**src/rtl/shift_seq.sv**
```systemverilog
// Multi-pass sequencer in front of a single-pass barrel shifter: splits large
// shift counts into barrel-sized passes and returns the result on a valid/ready port.
module shift_seq #(
  parameter int WIDTH = 32,
  parameter int CW    = 8
) (
  input  logic                     clk,
  input  logic                     rst_n,
  input  logic                     req_valid,
  output logic                     req_ready,
  input  logic [WIDTH-1:0]         req_data,
  input  logic [CW-1:0]            req_count,
  input  logic                     req_left,
  input  logic [1:0]               req_type,
  output logic [WIDTH-1:0]         b_in,
  output logic [$clog2(WIDTH)-1:0] b_ct,
  output logic                     b_dir,
  output logic [1:0]               b_type,
  input  logic [WIDTH-1:0]         b_out,
  output logic                     rsp_valid,
  input  logic                     rsp_ready,
  output logic [WIDTH-1:0]         rsp_data,
  output logic [CW-1:0]            rsp_passes
);
  // state | meaning
  // IDLE  | waiting for a request (req_ready high)
  // SHIFT | one barrel pass per cycle until the remaining count is used up
  // HOLD  | result presented on the response port until taken
  localparam int BW = $clog2(WIDTH);
  localparam logic [CW-1:0] MAX_CT = CW'(WIDTH - 1);

  typedef enum logic [1:0] {IDLE, SHIFT, HOLD} state_t;

  state_t          state;
  logic [WIDTH-1:0] acc;
  logic [CW-1:0]   rem;
  logic [CW-1:0]   passes;
  logic            dir_q;
  logic [1:0]      type_q;
  logic            wrap;
  logic [CW-1:0]   eff;
  logic [BW-1:0]   pass_ct;
  logic [CW-1:0]   rem_next;

  // Rotating types never need more than one pass, so their count is reduced mod WIDTH.
  always_comb begin
    wrap     = (req_type == 2'd0) || (req_type == 2'd3);
    eff      = wrap ? CW'(32'(req_count) % 32'(WIDTH)) : req_count;
    pass_ct  = '0;
    if (state == SHIFT)
      pass_ct = (rem > MAX_CT) ? BW'(WIDTH - 1) : rem[BW-1:0];
    rem_next = rem - CW'(pass_ct);
  end

  assign b_in       = acc;
  assign b_ct       = pass_ct;
  assign b_dir      = dir_q;
  assign b_type     = type_q;
  assign rsp_data   = acc;
  assign rsp_passes = passes;

  always_ff @(posedge clk or negedge rst_n) begin
    if (!rst_n) begin
      state     <= IDLE;
      acc       <= '0;
      rem       <= '0;
      passes    <= '0;
      dir_q     <= 1'b0;
      type_q    <= 2'd0;
      req_ready <= 1'b0;
      rsp_valid <= 1'b0;
    end else begin
      case (state)
        IDLE: begin
          req_ready <= 1'b1;
          if (req_valid && req_ready) begin
            acc       <= req_data;
            dir_q     <= req_left;
            type_q    <= req_type;
            rem       <= eff;
            passes    <= '0;
            req_ready <= 1'b0;
            if (eff != '0) begin
              state <= SHIFT;
            end else begin
              state     <= HOLD;
              rsp_valid <= 1'b1;
            end
          end
        end
        SHIFT: begin
          acc    <= b_out;
          rem    <= rem_next;
          passes <= passes + CW'(1);
          if (rem_next == '0) begin
            state     <= HOLD;
            rsp_valid <= 1'b1;
          end
        end
        HOLD: begin
          if (rsp_ready) begin
            state     <= IDLE;
            rsp_valid <= 1'b0;
            req_ready <= 1'b1;
          end
        end
        default: begin
          state     <= IDLE;
          rsp_valid <= 1'b0;
          req_ready <= 1'b0;
        end
      endcase
    end
  end
endmodule

```
**config.mk**
```make
export PLATFORM = sky130hd
export DESIGN_NAME = shift_seq
export DESIGN_NICKNAME = d
export VERILOG_FILES = /design/src/rtl/shift_seq.sv
export SDC_FILE = /design/constraint.sdc
export NUM_CORES = 1
export LEC_CHECK = 0
export CAP_MARGIN = 10
export CORE_AREA = 2 2 92 94
export DETAILED_ROUTE_END_ITERATION = 7
export DIE_AREA = 0 0 94 96
export GPL_ROUTABILITY_DRIVEN = 0
export PLACE_DENSITY = 0.79
export SYNTH_ARGS = -nofsm -noshare
export SYNTH_HDL_FRONTEND = slang
export SYNTH_SLANG_ARGS = --single-unit
```
**constraint.sdc**
```tcl
create_clock -name clk -period 3.5 [get_ports clk]
set_clock_uncertainty 0.15 [all_clocks]
set_input_delay 0.7 -clock clk [delete_from_list [all_inputs] [get_ports clk]]
set_output_delay 0.7 -clock clk [all_outputs]
set_load 0.02 [all_outputs]
```
==> reports/qor.txt <==
Top FF cell, synth -> dfrtp_1
Clock Tree Root -> clkbuf_8
Initial antenna violation count -> 0
Slowest stage cell on the critical path -> clkdlybuf4s50_1
# rows -> 33
Worst Setup SP -> rem[6]$_DFFE_PN0P_
I/O Buffers -> 160
Cts hold-fix bufs -> 0
Post-CTS setup buffers -> 0
Power per cell area -> 968.4 nW/um^2
Met1 Wirelength -> 3758 um
Static leakage -> 1.953 nW
Worst stage delay on the critical path -> 0.55 ns
Clock transition at the registers of the reported paths -> 0.10 ns
Mapped Cells -> 379
Critical path class -> flop to output port
Metal2 WL -> 4616 um
Final WL -> 9202 um
Diode count -> 0
GRT Total Usage -> 0.2016
Area Overhead vs Synth -> 50.67%
Skew-Pair Late Insertion Delay -> 0.30 ns
Status -> complete, no violations
Crit Path Max Fanout -> 8
Vias in the first global route -> 2958
Top-area cell type share of the netlist area -> 0.4434
Post-route ant nets -> 0
Clk sink count -> 55
Final Hold Viols -> 0
Vias -> 3100
Wirelength per Cell -> 15.24 um
Reg2Reg Depth -> 7
Synth Cell Area -> 3104 sq um
Ports -> 161
Req. time, crit path -> 2.65 ns
Worst setup SP type -> flop
R2R Path Start -> rem[6]$_DFFE_PN0P_
Design Power -> 0.004529 W
WL met3 -> 732 um
Synth cell types -> 44
Largest net degree at the start of global routing -> 78
Ys async rst share -> 1.000
Fmax -> 0.3126 GHz
Top Layer Used -> met4
CP arrival -> 2.35 ns
Peak VDD IR -> 591.0 uV
Ys Warns -> 0
Synth Net Count -> 465
Endpoint class of the critical path -> output port
Largest delay share family, worst path -> buffers and inverters
Layout cells sized above 1 -> 0.04008
Die height -> 96 um
Worst slew margin -> 0.3936
Total negative slack -> 0 ns
RSZ-0062 raised after global routing -> no
DIE AREA -> 9024 sq um
Synth Area per Inst -> 8.191 sq um
DRT Pass-1 Iters -> 5
DRC Markers -> 0
Synth Register Bits -> 55
Post-DP HPWL -> 6775 um
CTS max path bufs -> 2
Horiz. Die Dim -> 94 um
Nets -> 584
Final period util -> 0.9140
DRT iter0 DRCs -> 124
Min Clock Period, post-route -> 3.199 ns
Least-Margin Pin Slew -> 0.9062 ns
Post-synth EDFFs -> 0
R2r setup slk -> 0.32 ns
Critical path, cell by cell -> or3_1 > o21ai_0 > inv_1 > clkdlybuf4s50_1
Vias/cell -> 5.132
Htree depth -> 2
Starting Density -> 0.3855
Area contributors post-synth -> dfrtp_1 (44%), nand2_1 (11%), buf_4 (7.7%)
Most frequent cell after synthesis -> nand2_1
TritonCTS buffer count -> 5
Final Max Slew Viols -> 0
Final setup violation count -> 0
Crit. path cell count -> 4
CP bufs+invs -> 2
GRT overflow -> 0
Core Region -> 8051 sq um
Global-route wire length before repair -> 14440 um
Post-cts sizing count -> 0
Register area share after synthesis -> 0.4434
Synth area leader -> dfrtp_1
Worst min path class -> primary input to asynchronous set/reset pin
# Max-Cap Violations -> 0
Worst R2R End -> state[0]$_DFFE_PN0P_
Synth top cells by count -> nand2_1 (89), dfrtp_1 (55), nor2_1 (46), a31oi_1 (33), buf_4 (32)
CTS tree -> built
[per-layer routing]
metal / GRT usage / up-vias
met1: 0.2491 / 1458
met5: 0 / -
met4: 0.04710 / 0
met3: 0.04229 / 8
li1: - / 1503
met2: 0.3625 / 131
[worst reg2reg max path, stage by stage, from the launching register on]
cell and delay [ns]:
dfrtp_1 0.46, or3_1 0.44, o21ai_0 0.50, fa_1 0.51, or4b_1 0.52, a21oi_1 0.13, nand4_1 0.15, and3_1 0.21
[layout make-up]
| cell class | instances | area, sq um |
|---|---|---|
| Clock inverter | 2 | 38.79 |
| Multi-Input combinational cell | 258 | 1361 |
| Clock buffer | 6 | 82.58 |
| Tap cell | 105 | 131.4 |
| Timing Repair Buffer | 166 | 1642 |
| Sequential cell | 55 | 1376 |
| Fill cell | 719 | 3374 |
| Inverter | 12 | 45.04 |
[per-stage QoR]
stage | utilization | std cells | setup WS, ns | hold slack [ns] | area (sq um)
after floorplan | - | 379 | 0.03675 | 0.2544 | 3104
after global placement | 0.5658 | 596 | 0.5647 | 0.3084 | 4556
after detailed placement | 0.5658 | 596 | 0.3709 | 0.3294 | 4556
after CTS | 0.5809 | 604 | 0.3257 | 0.2595 | 4677
after global routing | 0.5809 | 604 | 0.2208 | 0.2713 | 4677
final | 0.5809 | 604 | 0.3008 | 0.2451 | 4677
[state kept, by name (all words and copies together) (netlist names)]
register,flops
b_dir,1
b_in,32
state,2
req_ready,1
rsp_passes,8
b_type,2
rem,8
rsp_valid,1
[report_power, final]
part,switching [W],leakage [nW],internal [W],total [W]
logic,0.00153,1.24,0.00133,0.00286
clock network,0.000214,0.0618,0.000236,0.000450
registers,0.000277,0.650,0.000942,0.00122
[worst max path at each step]
stage                                       to  slack, ns
final                                  b_ct[1]       0.30
after global routing                   b_ct[1]       0.22
after CTS                              b_ct[1]       0.33
after detailed placement  state[0]$_DFFE_PN0P_       0.37
after global placement    state[0]$_DFFE_PN0P_       0.56
after floorplan           state[0]$_DFFE_PN0P_       0.04
[placed cells by master (no fill, tap or decap), types with 2 or more instances in the layout]
| cell type | count |
|---|---|
| nand4_1 | 4 |
| a21oi_1 | 5 |
| a31oi_1 | 33 |
| o21ai_0 | 18 |
| a22oi_1 | 8 |
| ha_1 | 6 |
| nand3_1 | 9 |
| nor3_1 | 4 |
| nand2_1 | 89 |
| and3_1 | 2 |
| xnor2_1 | 2 |
| buf_4 | 6 |
| nor2_1 | 46 |
| o211ai_1 | 3 |
| dfrtp_1 | 55 |
| clkdlybuf4s50_1 | 159 |
| o311ai_1 | 2 |
| clkbuf_8 | 6 |
| or3_1 | 3 |
| inv_1 | 12 |
[logic make-up after synthesis]
group	synth area share
and+or+nand+nor	0.2237
muxes	0.006852
buffers and inverters	0.1209
xor gates and xnor gates	0.008466
DFF	0.4434
AOI/OAI and AO/OA	0.1661
adders and majority gates	0.03063
Note: power is estimated with default switching activity, not from simulation.
